File: src/rtl/rr_mux2_arbiter.sv
// Two-source round-robin arbiter feeding a single registered valid/ready output stage.
// Define ARB_PKT_LOCK_EN to hold the grant on one source until its packet's last beat.
module rr_mux2_arbiter #(
    parameter int unsigned DW = 8
) (
    input  logic          clk,
    input  logic          rst_n,
    input  logic [DW-1:0] in0_data,
    input  logic          in0_valid,
    input  logic          in0_last,
    output logic          in0_ready,
    input  logic [DW-1:0] in1_data,
    input  logic          in1_valid,
    input  logic          in1_last,
    output logic          in1_ready,
    output logic [DW-1:0] out_data,
    output logic          out_valid,
    output logic          out_last,
    input  logic          out_ready,
    output logic          sel
);

    logic [DW-1:0] out_data_q, out_data_d;
    logic          out_valid_q, out_valid_d;
    logic          out_last_q, out_last_d;
    logic          sel_q, sel_d;
    logic          prio_q, prio_d;

    logic          accept;
    logic          gnt_valid;
    logic          gnt_idx;
    logic          gnt_last;
    logic          xfer;

`ifdef ARB_PKT_LOCK_EN
    typedef enum logic [1:0] {StIdle, StLock0, StLock1} state_e;
    state_e state_q, state_d;
`endif

    // Returns {grant valid, grant index}; ties go to prio.
    function automatic logic [1:0] arbitrate(input logic v0, input logic v1, input logic p);
        logic [1:0] r;
        r = 2'b00;
        if (v0 && v1)  r = {1'b1, p};
        else if (v0)   r = 2'b10;
        else if (v1)   r = 2'b11;
        return r;
    endfunction

    assign accept = !out_valid_q || out_ready;

    always_comb begin
        gnt_valid = 1'b0;
        gnt_idx   = 1'b0;
`ifdef ARB_PKT_LOCK_EN
        case (state_q)
            StLock0: begin
                gnt_idx   = 1'b0;
                gnt_valid = in0_valid;
            end
            StLock1: begin
                gnt_idx   = 1'b1;
                gnt_valid = in1_valid;
            end
            default: {gnt_valid, gnt_idx} = arbitrate(in0_valid, in1_valid, prio_q);
        endcase
`else
        {gnt_valid, gnt_idx} = arbitrate(in0_valid, in1_valid, prio_q);
`endif
    end

    assign xfer      = accept && gnt_valid;
    assign gnt_last  = gnt_idx ? in1_last : in0_last;
    // Nothing is accepted while reset is held.
    assign in0_ready = rst_n && xfer && !gnt_idx;
    assign in1_ready = rst_n && xfer && gnt_idx;

    always_comb begin
        out_data_d  = out_data_q;
        out_valid_d = out_valid_q;
        out_last_d  = out_last_q;
        sel_d       = sel_q;
        prio_d      = prio_q;
`ifdef ARB_PKT_LOCK_EN
        state_d     = state_q;
`endif
        if (xfer) begin
            out_data_d  = gnt_idx ? in1_data : in0_data;
            out_last_d  = gnt_last;
            sel_d       = gnt_idx;
            out_valid_d = 1'b1;
`ifdef ARB_PKT_LOCK_EN
            case (state_q)
                StIdle: begin
                    prio_d = ~gnt_idx;
                    if (!gnt_last) state_d = gnt_idx ? StLock1 : StLock0;
                end
                default: begin
                    if (gnt_last) begin
                        state_d = StIdle;
                        prio_d  = ~gnt_idx;
                    end
                end
            endcase
`else
            prio_d = ~gnt_idx;
`endif
        end else if (accept) begin
            out_valid_d = 1'b0;
        end
    end

    always_ff @(posedge clk or negedge rst_n) begin
        if (!rst_n) begin
            out_data_q  <= '0;
            out_valid_q <= 1'b0;
            out_last_q  <= 1'b0;
            sel_q       <= 1'b0;
            prio_q      <= 1'b0;
`ifdef ARB_PKT_LOCK_EN
            state_q     <= StIdle;
`endif
        end else begin
            out_data_q  <= out_data_d;
            out_valid_q <= out_valid_d;
            out_last_q  <= out_last_d;
            sel_q       <= sel_d;
            prio_q      <= prio_d;
`ifdef ARB_PKT_LOCK_EN
            state_q     <= state_d;
`endif
        end
    end

    assign out_data  = out_data_q;
    assign out_valid = out_valid_q;
    assign out_last  = out_last_q;
    assign sel       = sel_q;

endmodule

File: config.mk
export PLATFORM = sky130hd
export DESIGN_NAME = rr_mux2_arbiter
export DESIGN_NICKNAME = d
export VERILOG_FILES = /design/src/rtl/rr_mux2_arbiter.sv
export SDC_FILE = /design/constraint.sdc
export NUM_CORES = 1
export LEC_CHECK = 0
export ABC_AREA = 1
export CELL_PAD_IN_SITES_DETAIL_PLACEMENT = 1
export CELL_PAD_IN_SITES_GLOBAL_PLACEMENT = 1
export CORE_MARGIN = 5
export CORE_UTILIZATION = 26
export DETAILED_ROUTE_END_ITERATION = 7
export PLACE_DENSITY = 0.89
export REMOVE_ABC_BUFFERS = 1
export SYNTH_ARGS = -nofsm -noshare
export SYNTH_HDL_FRONTEND = slang
export SYNTH_SLANG_ARGS = --single-unit
File: constraint.sdc
create_clock -name clk -period 1.35 [get_ports clk]
set_input_delay 0.135 -clock clk [delete_from_list [all_inputs] [get_ports clk]]
set_output_delay 0.135 -clock clk [all_outputs]
set_load 0.02 [all_outputs]
==> results of run 1 <==
cell usage after synthesis:
library cell and count:
buf_4 1, buf_6 3, dfrtp_1 12, inv_1 23
inv_2 1, nand2_1 33, nand2_2 2, nand3_1 18
nor2_1 2, nor2_2 1, nor2_4 1, nor3_2 1
o21ai_1 1
kinds of logic (layout without fill, tap and decap cells):
group,count (synthesis),in the layout,share of synthesized area [%]
compound gates,1,1,0.716
simple gates,58,58,37.5
flops,12,12,43.0
buf+inv,28,73,18.8
metal layers:
| metal | routed length (µm) | global-route usage (%) | up-vias |
|---|---|---|---|
| met5 | 0 | 0 | - |
| li1 | - | - | 380 |
| met1 | 947 | 15.5 | 352 |
| met3 | 194 | 3.10 | 2 |
| met2 | 1060 | 23.5 | 33 |
| met4 | 10 | 4.55 | 0 |
cell type report:
cell class                 instances  area share (%)
sequential                        12            26.3
multi-input combinational         59            24.0
tap                               30            3.29
timing repair buffer              46            36.5
clock buffer                       3            1.97
inverter                          24            7.89
path summary, 6_finish.rpt:
check                      depth (start not counted)  slack (ns)                      end                from
max                                                6        0.04                in0_ready  prio_q$_DFFE_PN0P_
max in group asynchronous                          2        0.96  out_data[4]$_DFFE_PN0P_               rst_n
max reg2reg                                        8        0.20  out_data[0]$_DFFE_PN0P_  prio_q$_DFFE_PN0P_
min reg2reg                                        2        0.47          sel$_DFFE_PN0P_     sel$_DFFE_PN0P_
min                                                2        0.23  out_data[1]$_DFFE_PN0P_               rst_n
min in group clk                                   3        0.23    out_valid$_DFFE_PN0P_           in1_valid
registers in the layout, summed over array words and instances, names as in the netlist:
name	cells
out_valid	1
out_data	8
prio_q	1
out_last	1
sel	1
repair_timing:
| item | in CTS | in global routing |
|---|---|---|
| endpoints found under the setup margin | 13 | 2 |
| gates resized for setup | 21 | 6 |
| setup buffers | 0 | 2 |
| pin swaps | 0 | 1 |
power groups by stage:
stage | Sequential (mW) | Combinational (mW) | Clock [mW]
after detailed placement | 0.449 | 0.436 | 0
after floorplan | 0.508 | 0.121 | 0
final | 0.442 | 0.406 | 0.219
after global routing | 0.449 | 0.448 | 0.251
after CTS | 0.443 | 0.399 | 0.227
after global placement | 0.448 | 0.423 | 0
worst max-delay path, stage by stage, from the launching register on:
cell and delay [ns]:
dfrtp_1 0.37, inv_2 0.06, nand2_2 0.06, nand2_2 0.08, inv_2 0.05, nor3_2 0.14
buf_4 0.16
metrics by stage:
| step | util (%) | power, mW |
|---|---|---|
| after floorplan | - | 0.629 |
| after global placement | 44.1 | 0.871 |
| after detailed placement | 44.1 | 0.885 |
| after CTS | 44.1 | 1.07 |
| after global routing | 45.2 | 1.15 |
| final | 45.2 | 1.07 |
==> reports/summary.md, run 1 <==
The routability-driven placement congestion ratio is 0.826, and the number of buffer cells added on primary ports is 35. The maximum number of pins on one net before global-route repair came out at 13. Setup repair after global routing could not meet its margin everywhere. The logs give 169 for the number of nets in the final layout and 0 for the total overflow reported by the global router.

The run gives 5 as the length of the first detailed-routing pass in iterations. The detailed router placed 767 vias in this run. Setup violations remaining at the end of the flow were counted as 0.

STA classifies the critical path endpoint as an output pin. Worst setup skew after layout: 0.00154 ns. The vertical die dimension is 61.8 µm.

The critical path is of the reg -> out type. The number of hold violations in the final report was 0; the TritonCTS buffer count was 3. The tools report the starting utilization of the core area as 27.7%. Timing would allow up to 0.761 GHz. The mean post-synth cell area was 7.05 µm²; the layout overhead on the synthesized area was 63.4%. The share of the clock period used by the worst path is 97.3%.

The worst setup path is launched from a flip-flop. After detailed routing, the total wire length is 2210 µm. Leaving out fill and tap cells, the most frequent cells in the layout are nand2_1, inv_1, clkdlybuf4s50_1, nand3_1, buf_4. After technology mapping, the gate count stands at 99.

Of the total power, the share spent switching nets is 34.0%. The total power density per cell area was 936 nW/µm². The post-route netlist has 18.8% of its cells at a drive strength greater than 1. The tools report the number of pins exceeding their max-slew limit in the final report as 0. The tools report the final cell count without fillers as 174. The I/O pin count is 36. In this run, post-CTS hold repair placed 0 buffers. The die covers 3820 µm².

For the number of antenna violations at the first check in global routing, the log shows 0. The tools report the area of the mapped netlist as 698 µm². For this block, the initial DRC count from the detailed router was 16. Once placement finished, the instance area stood at 1110 µm². After filler insertion, the fill cell instance count of the layout stands at 337.

Headroom to the max-slew limit came out at 85.6%. Synthesis inferred 12 register bits. Sorting the synthesized cells by area gives the leading types as dfrtp_1, nand2_1, nand3_1, inv_1, buf_6. The final worst-path setup slack was 0.0359 ns. The cell sitting at the root of the clock tree is a clkbuf_4. On the final layout, the worst hold slack is 0.229 ns.

The Yosys step of the flow raised 0 warnings. The horizontal die dimension was 61.8 µm; the accumulated negative setup slack was 0 ns. After detailed placement, the design holds a cell count of 169.

Leakage dissipation: 0.651 nW. The flow ran to the end, and the final reports show no timing, DRC or antenna violations. Number of levels in the clock H-tree: 1. The tools report the via count of the first global-routing pass as 859. The proportion of synthesized chip area in sequential cells came out at 43.0%.

The synthesized design spends more area on one cell type than any other, namely dfrtp_1. The share of total power dissipated in combinational logic is 38.0%. Worst slack at placement: -0.454 ns. The post-layout instance area came out at 1140 µm². The later pin in the worst-skew pair is clocked with a latency of 0.26 ns. The clock period could shrink to 1.31 ns. For this design the total switching power over the nets is 363 µW.

The run gives 41.4% as the sequential power share. The most common cell after layout, fill and taps aside is nand2_1. The number of inserted diodes is 0. Counting along the longest clock path gives a buffer depth of 2. The TritonCTS sink count came out at 12.

The count of nets left with antenna violations once routing finished came out at 0. The peak fanout along the critical path came out at 2. TritonCTS built the clock tree. In the final layout, the multi-input gates occupy 274 µm².

The number of library cell types mapped by synthesis is 13, and the proportion of netlist area held by the largest area contributor is 43.0%. For the register cell area after layout, the log shows 300 µm². In this run the worst hold path is classified as in -> async. Data arrives at the worst endpoint at 1.18 ns. Of the total power, the clock network draws 20.5%. Global routing used 13.2% of the available tracks across all layers.

Clock-pin slew was measured on the worst setup and hold paths at 0.08 ns. Data on the critical path is required at its endpoint by 1.22 ns. The internal power was 704 µW. The slew at the pin with the worst max-slew slack is 0.217 ns, and the global-route wire length before repair is 3720 µm. Max-cap violations in this run came to 0. For the floorplan core area, the log shows 2520 µm². For this run, design rule violations remaining after detail routing come to 0. The HPWL after detailed placement is 1790 µm. The floorplan has 18 rows. After detailed routing, the number of vias per cell comes to 4.41.

The worst-case IR drop observed on VDD is 493 µV. The average wire per cell in the routed design came out at 12.7 µm.
(Power assumes the default switching activity.)
==> inputs of run 2 (changes only) <==
Settings changed: RECOVER_POWER from default to 100.
==> results of run 2 <==
The final DEF is identical to that of run 1; final timing and power are the same.
==> RTL edit, RTL diff (config.mk and constraints of run 2) <==
Set the parameter `DW` to 10 (it was 8).
--- a/src/rtl/rr_mux2_arbiter.sv
+++ b/src/rtl/rr_mux2_arbiter.sv
@@ -2,5 +2,5 @@
 // Define ARB_PKT_LOCK_EN to hold the grant on one source until its packet's last beat.
 module rr_mux2_arbiter #(
-    parameter int unsigned DW = 8
+    parameter int unsigned DW = 10
 ) (
     input  logic          clk,
Interface: changed (resized in0_data, in1_data and out_data); port bits go from 36 to 42. No check against the original RTL was run, so the function may have changed too.
==> RTL edit against run 2 <==
- the flow now finishes with violations (setup timing)
- sequential share of layout area shrank 0.22 points
- power grew 22%
- sequential cell count grew 2
- worst setup slack lost 0.13 ns
- routed wire length grew 28%
- sequential power grew 17%
- final area grew 18%
- synthesized area grew 14%
==> RTL edit: results (changes against run 2) <==
outcome: "finished with violations"  # was finished clean
violations: "setup timing"
synth_compound_area_share_pct: 0.6309  # was 0.7168%
slew_headroom_pct: 82.90  # was 85.57%
finalSetupTns_ns: -0.1420  # was 0 ns
leakage_uw: 0.0007593  # was 0.0006511 uW
drt_wl_total_mm: 2.829  # was 2.209 mm
firstDrtPassIters: 4  # was 5
fillers: 385  # was 337
setup_ws_ns: -0.09209  # was 0.03588 ns
placed_cell_area_um2: 1279  # was 1112 um2
timing.rr.end: "out_data[7]"  # was out_data[0]
grt_first_pass_wirelength_mm: 4.616  # was 3.719 mm
rrSetupSlack_ns: 0.12  # was 0.20 ns
yosys_warnings: 0  # unchanged
hold_slack_ns: 0.1906  # was 0.2286 ns
critPathMaxFanout: 3  # was 2
rr_startpoint: "out_valid"  # was prio_q
yosys-top-cells-area: "dfrtp_1, nand2_1, nand3_1"  # unchanged
p_per_area_nw_per_um2: 973.9  # was 935.5 nW/um2
grt_pass1_vias: 978  # was 859
cts-resized-gates: 30  # was 21
numPlacedInstances: 194  # was 169
ir_drop_mv: 0.2788  # was 0.4927 mV
final_cells: 203  # was 174
dp_slack_ns: -0.5240  # was -0.4538 ns
drtIter0Drc: 62  # was 16
syn_inst: 116  # was 99
clkLatencyLatePin_ns: 0.28  # was 0.26 ns
worstPathArrival_ns: 1.31  # was 1.18 ns
cpPeakStageDelay_ns: 0.41  # was 0.37 ns
synth_seq_area_share_pct: 44.16  # was 43.01%
post_cts_buffers: 4  # was 0
setup_viol: 2  # was 0
grt_max_degree: 15  # was 13
synth_commonest_cells: "nand2_1, inv_1, nand3_1, dfrtp_1, buf_2"  # was nand2_1, inv_1, nand3_1, dfrtp_1, buf_6
RTL edit: cell types whose count changed in the layout (fill, tap and decap cells not counted), moves of 3 or more:
cell,delta
dlygate4sd2_1,+3
clkdlybuf4s50_1,+4
nand3_1,+4
nand2_1,+6
inv_1,+3
buf_4,+3
RTL edit: report_power, final:
| part | internal (uW) | switching (uW) | leakage (uW) | total [uW] |
|---|---|---|---|---|
| sequential | 482 | 33.8 | 0.000166 | 516 |
| clock | 164 | 134 | 0.0000210 | 299 |
| combinational | 224 | 268 | 0.000572 | 493 |
RTL edit: layout make-up:
cell class	count	share of cell area, %
multi-input cells	69	23.58
repair buffers	55	36.72
clock buffers	4	2.703
well taps	33	3.075
inverters	28	7.829
flip-flops and latches	14	26.10
RTL edit: layer usage:
| layer | global-route usage (%) | routed length, um |
|---|---|---|
| met2 | 25.54 | 1434 |
| met5 | 0 | 0 |
| met1 | 16.17 | 1194 |
| met3 | 3.419 | 180 |
| met4 | 4.145 | 20 |
